## config.mk

```make
export PLATFORM = sky130hd
export DESIGN_NAME = fetch_stage
export DESIGN_NICKNAME = d
export VERILOG_FILES = /design/src/rtl/cpu_pkg.sv /design/src/rtl/fetch_stage_ifid_reg.sv /design/src/rtl/fetch_stage.sv
export SDC_FILE = /design/constraint.sdc
export NUM_CORES = 1
export LEC_CHECK = 0
export CAP_MARGIN = 20
export CORE_UTILIZATION = 55
export CTS_BUF_LIST = sky130_fd_sc_hd__clkbuf_8
export DETAILED_ROUTE_END_ITERATION = 12
export DONT_BUFFER_PORTS = 1
export HOLD_SLACK_MARGIN = 0.1
export PLACE_DENSITY = 0.7
export REMOVE_ABC_BUFFERS = 1
export SLEW_MARGIN = 0
export SYNTH_ARGS = -nofsm -noshare
export SYNTH_HDL_FRONTEND = slang
export SYNTH_SLANG_ARGS = --single-unit
```

## constraint.sdc

```tcl
create_clock -name clk -period 9.4 [get_ports clk]
set_clock_uncertainty 0.2 [all_clocks]
set_input_delay 1.88 -clock clk [delete_from_list [all_inputs] [get_ports clk]]
set_output_delay 1.88 -clock clk [all_outputs]
set_load 0.01 [all_outputs]
```

## src/rtl/cpu_pkg.sv

```systemverilog
// Shared constants, fetch FSM state type and branch-offset helpers for the LEGv8 pipeline.
package cpu_pkg;

    localparam int unsigned ADDR_W  = 64;
    localparam int unsigned INSTR_W = 32;

    typedef enum logic {
        BOOT,
        RUN
    } fetch_state_t;

    // imm26 (B/BL) sign-extended to ADDR_W and scaled to a byte offset
    function automatic logic [ADDR_W-1:0] se26_sl2(input logic [25:0] imm);
        return {{(ADDR_W-28){imm[25]}}, imm, 2'b00};
    endfunction

    // imm19 (CBZ/CBNZ/B.cond) sign-extended to ADDR_W and scaled to a byte offset
    function automatic logic [ADDR_W-1:0] se19_sl2(input logic [18:0] imm);
        return {{(ADDR_W-21){imm[18]}}, imm, 2'b00};
    endfunction

endpackage

```

## src/rtl/fetch_stage_ifid_reg.sv

```systemverilog
// IF/ID pipeline register: per-bit D flip-flops with a 2:1 hold mux, plus a squashable valid bit.
module d_ff (
    input  logic clk,
    input  logic reset,
    input  logic rst_val,
    input  logic d,
    output logic q
);
    always_ff @(posedge clk) begin
        if (reset) q <= rst_val;
        else       q <= d;
    end
endmodule

module ifid_reg #(
    parameter int unsigned            ADDR_W  = 64,
    parameter int unsigned            INSTR_W = 32,
    parameter logic [ADDR_W-1:0]      RST_PC  = '0
) (
    input  logic               clk,
    input  logic               reset,
    input  logic               hold,
    input  logic               squash,
    input  logic [ADDR_W-1:0]  pc_d,
    input  logic [INSTR_W-1:0] instr_d,
    output logic [ADDR_W-1:0]  pc_q,
    output logic [INSTR_W-1:0] instr_q,
    output logic               valid_q
);
    localparam logic [INSTR_W-1:0] RST_INSTR = '0;

    for (genvar i = 0; i < ADDR_W; i++) begin : g_pc
        d_ff u_ff (
            .clk     (clk),
            .reset   (reset),
            .rst_val (RST_PC[i]),
            .d       (hold ? pc_q[i] : pc_d[i]),
            .q       (pc_q[i])
        );
    end

    for (genvar i = 0; i < INSTR_W; i++) begin : g_instr
        d_ff u_ff (
            .clk     (clk),
            .reset   (reset),
            .rst_val (RST_INSTR[i]),
            .d       (hold ? instr_q[i] : instr_d[i]),
            .q       (instr_q[i])
        );
    end

    // A squashed capture still loads pc/instr; only valid is cleared
    d_ff u_valid (
        .clk     (clk),
        .reset   (reset),
        .rst_val (1'b0),
        .d       (hold ? valid_q : ~squash),
        .q       (valid_q)
    );
endmodule

```

## src/rtl/fetch_stage.sv

```systemverilog
// LEGv8 IF stage: next-PC selection (sequential / branch redirect / stall), boot FSM and IF/ID capture.
module fetch_stage
    import cpu_pkg::*;
#(
    parameter int unsigned       ADDR_W  = cpu_pkg::ADDR_W,
    parameter int unsigned       INSTR_W = cpu_pkg::INSTR_W,
    parameter logic [ADDR_W-1:0] RST_PC  = '0
) (
    input  logic               clk,
    input  logic               reset,
    input  logic [ADDR_W-1:0]  pc_cur,
    output logic [ADDR_W-1:0]  pc_next,
    input  logic [INSTR_W-1:0] imem_instr,
    input  logic               stall,
    input  logic               br_taken,
    input  logic               br_uncond,
    input  logic               br_reg,
    input  logic [ADDR_W-1:0]  br_reg_val,
    output logic [ADDR_W-1:0]  ifid_pc,
    output logic [INSTR_W-1:0] ifid_instr,
    output logic               ifid_valid
);
    fetch_state_t      state, next_state;
    logic [ADDR_W-1:0] pc_seq, br_offset, br_target;
    logic              hold, squash;

    assign pc_seq    = pc_cur + ADDR_W'(4);
    assign br_offset = br_uncond ? se26_sl2(ifid_instr[25:0]) : se19_sl2(ifid_instr[23:5]);
    // Branch target is relative to the branch's own PC, held in IF/ID
    assign br_target = br_reg ? br_reg_val : (ifid_pc + br_offset);

    always_ff @(posedge clk) begin
        if (reset) state <= BOOT;
        else       state <= next_state;
    end

    always_comb begin
        next_state = state;
        pc_next    = pc_seq;
        hold       = 1'b0;
        squash     = 1'b0;
        if (reset) begin
            next_state = BOOT;
            pc_next    = RST_PC;
        end else begin
            unique case (state)
                BOOT: next_state = RUN;
                RUN: begin
                    if (stall) begin
                        hold    = 1'b1;
                        pc_next = pc_cur;
                    end else if (br_taken && ifid_valid) begin
                        squash  = 1'b1;
                        pc_next = br_target;
                    end
                end
                default: next_state = BOOT;
            endcase
        end
    end

    ifid_reg #(
        .ADDR_W  (ADDR_W),
        .INSTR_W (INSTR_W),
        .RST_PC  (RST_PC)
    ) u_ifid (
        .clk     (clk),
        .reset   (reset),
        .hold    (hold),
        .squash  (squash),
        .pc_d    (pc_cur),
        .instr_d (imem_instr),
        .pc_q    (ifid_pc),
        .instr_q (ifid_instr),
        .valid_q (ifid_valid)
    );
endmodule

```

==> flow_summary.toml <==
[route]
vias_per_cell = 6.73
drt_wl_total_um = 40600
met2_length_um = 18200
vias = 11700
drtPass1Iterations = 5
drt-met1-wl_um = 16700
dr.first_iter.drc_count = 1113
detail-route-antenna-nets = 0
dr_wl_met3_um = 4350
drc_errors = 0
wl_per_cell_um = 23.4
top_layer = "met4"

[flow_run]
max_cap_viol_count = 0

[worst_hold_path]
hp-class = "reg2reg"
holdPathStages = 2
hold_end = "u_ifid.g_instr[28].u_ff.q$_SDFFE_PP0N_"
worstHoldStart = "u_ifid.g_instr[28].u_ff.q$_SDFFE_PP0N_"

[finish]
instances_no_fill = 1736
final_common_cell = "nand2_1"
diodes = 0
drive_above_1_share_pct = 5.57
layout_common_cells = "nand2_1 (326), a21oi_1 (224), dfxtp_1 (97)"
fin_nets = 1695
utilization_pct = 54.3
synthToLayoutAreaGrowth_pct = -4.40

[synth]
postSynthRegisterBits = 98
synth_top_area_share_pct = 17.5
synth_top_family_by_area = "compound AO/OA/AOI/OAI gates"
synthArstFlopShare_pct = 0
ys_top_cells_by_area = "dfxtp_1 (18%), nand2_1 (11%), a21oi_1 (10%)"
synth-xor-area-share_pct = 6.81
synth_largest_area_cell = "dfxtp_1"
synth-edff-count = 0
synth_area_um2 = 11200
synth_warnings = 0
syn_avg_cell_area_um2 = 6.79
synth_compound_area_share_pct = 30.0
synthDistinctLibCells = 83
synth_fa_ha_area_share_pct = 7.11
synthMuxAreaShare_pct = 2.87
synth_ff_type = "dfxtp_1"
synthSimpleGateAreaFrac_pct = 24.8
synth_cells = 1647
ys_seq_area_share_pct = 17.5

[place]
dpl.cell_count = 1720
io_buffers = 0
gp_congestion = 1.00
place_hpwl_um = 29900

[power]
p_leak_nw = 4.39
powerDensity_nw_per_um2 = 109
peakVddDrop_mv = 0.0723

[die]
initial_core_util_pct = 56.8
ioPinCount = 327
std_cell_rows = 51
design.die.area_um2 = 20900
coreArea_um2 = 19700
die_width_um = 145
die-height_um = 145

[timing]
finalMaxSlewViolations = 0
fin_setup_tns_ns = 0
period_minus_slack_ns = 7.54
worstMarginPinSlew_ns = 1.14
rsz0062_at_grt = "false"
fin_crit_sh_pct = 80.2
slew-limit-headroom_pct = 24.0
hold_violations = 0
fmax_ghz = 0.133
finalSetupViolCount = 0

[global_route]
grt_usage_pct = 37.9
grt_start_max_net_pins = 149
grt_antenna_before_repair = 0
grt_pass1_vias = 10600
grt_pass1_wl_um = 60500
overflow = 0

[setup_path]
end_kind = "primary output"
r2r_slack_ns = 6.95
rr_worst_depth = 5
cp-start-kind = "input pin"
crit_type = "in2out"
cp.required_ns = 7.32
cp_max_fo = 26
rr_startpoint = "state$_DFF_P_"
rr_endpoint = "u_ifid.g_pc[63].u_ff.q$_SDFFE_PP0N_"
cp.arrival_ns = 5.46

[clock_network]
cts_buffers = 9
cts_setup_buffers = 0
cts.sinks = 98
clk-insertion-delay-late_ns = 0.39
path_clk_slew_ns = 0.12
postCtsHoldBufs = 0
cts-resized-gates = 0
ctsLongestPathBuffers = 2
cts_tree = "built"
ctsHtreeMaxLevel = 3
cts_root_buf = "clkbuf_8"

[outcome]
outcome = "finished clean"
-- where the power goes --
group	internal (W)	switching [W]	total, W
clock	0.000104	0.000196	0.000300
sequential	0.000442	0.0000448	0.000486
combinational	0.000139	0.000242	0.000381
-- state kept, by name, summed over array words and instances (netlist names) --
| register | count |
|---|---|
| state | 1 |
| u_ifid.g_instr.u_ff.q | 32 |
| u_ifid.g_pc.u_ff.q | 64 |
| u_ifid.u_valid.q | 1 |
-- logic make-up (layout without fill, tap and decap cells) --
logic type                 count (synthesis)  in the layout
muxes                                     30             30
adders and majority gates                 63             63
DFF                                       98             98
buffers and inverters                    225             49
xor gates and xnor gates                  87             87
AOI/OAI and AO/OA                        532            532
and+or+nand+nor                          612            612
-- layer usage --
metal  vias up  GRT usage (%)
li1       5448              -
met1      5458           48.6
met2       689           61.0
met3        91           9.30
met4         0           14.5
met5         -              0
-- critical path: stages --
cell and delay, ns:
mux2_2 0.21, ha_1 0.18, inv_1 0.07, fa_1 0.41
nand2b_1 0.18, a21oi_1 0.32, o211a_1 0.27, o21ai_0 0.19
a31o_2 0.34, o21ai_0 0.37, xnor2_1 0.12, o21ai_0 0.21
a22oi_1 0.12, a211oi_1 0.57
-- layout make-up --
cell class | instances | area, um2
multi-input cells | 1324 | 8030
inverters | 19 | 71.3
clock inverters | 7 | 72.6
fillers | 2023 | 9020
repair buffers | 14 | 105
well taps | 265 | 332
flip-flops and latches | 98 | 1960
clock buffers | 9 | 124
-- per-stage QoR --
stage | power [W] | area [um2] | hold WS [ns] | setup slack, ns
finish | 0.00117 | 10700 | 0.313 | 1.86
global route | 0.00122 | 10700 | 0.317 | 1.70
CTS | 0.00117 | 10700 | 0.309 | 1.99
detailed placement | 0.000867 | 10500 | 0.289 | 2.00
global placement | 0.000862 | 10500 | 0.281 | 2.04
floorplan | 0.000766 | 10100 | 0.270 | 2.09
-- cells in the mapped netlist, types with 7 or more instances --
cell,n
a31oi_1,9
nand2b_1,11
nand4_1,31
ha_1,62
a211oi_1,32
mux2i_1,13
inv_1,19
a221oi_1,13
xor2_1,43
nor2_1,91
xnor2_1,44
and3_1,21
a21o_1,52
dfxtp_1,98
and2_1,7
o21bai_1,11
o22ai_1,18
clkbuf_1,98
buf_4,96
nor2b_1,9
nor3_1,31
nand2_1,327
o21ai_0,87
buf_1,7
o221ai_1,8
a21oi_1,224
o211ai_1,15
nand3_1,45
mux2_2,17
-- how the worst max path moves through the flow --
stage | startpoint | to | slack, ns | cells after the start
floorplan | br_uncond | pc_next[58] | 2.09 | 13
global placement | br_uncond | pc_next[61] | 2.04 | 14
detailed placement | br_uncond | pc_next[38] | 2.00 | 14
CTS | br_uncond | pc_next[38] | 1.99 | 14
global route | br_uncond | pc_next[61] | 1.70 | 14
finish | br_uncond | pc_next[38] | 1.86 | 14
(Power assumes the default switching activity.)
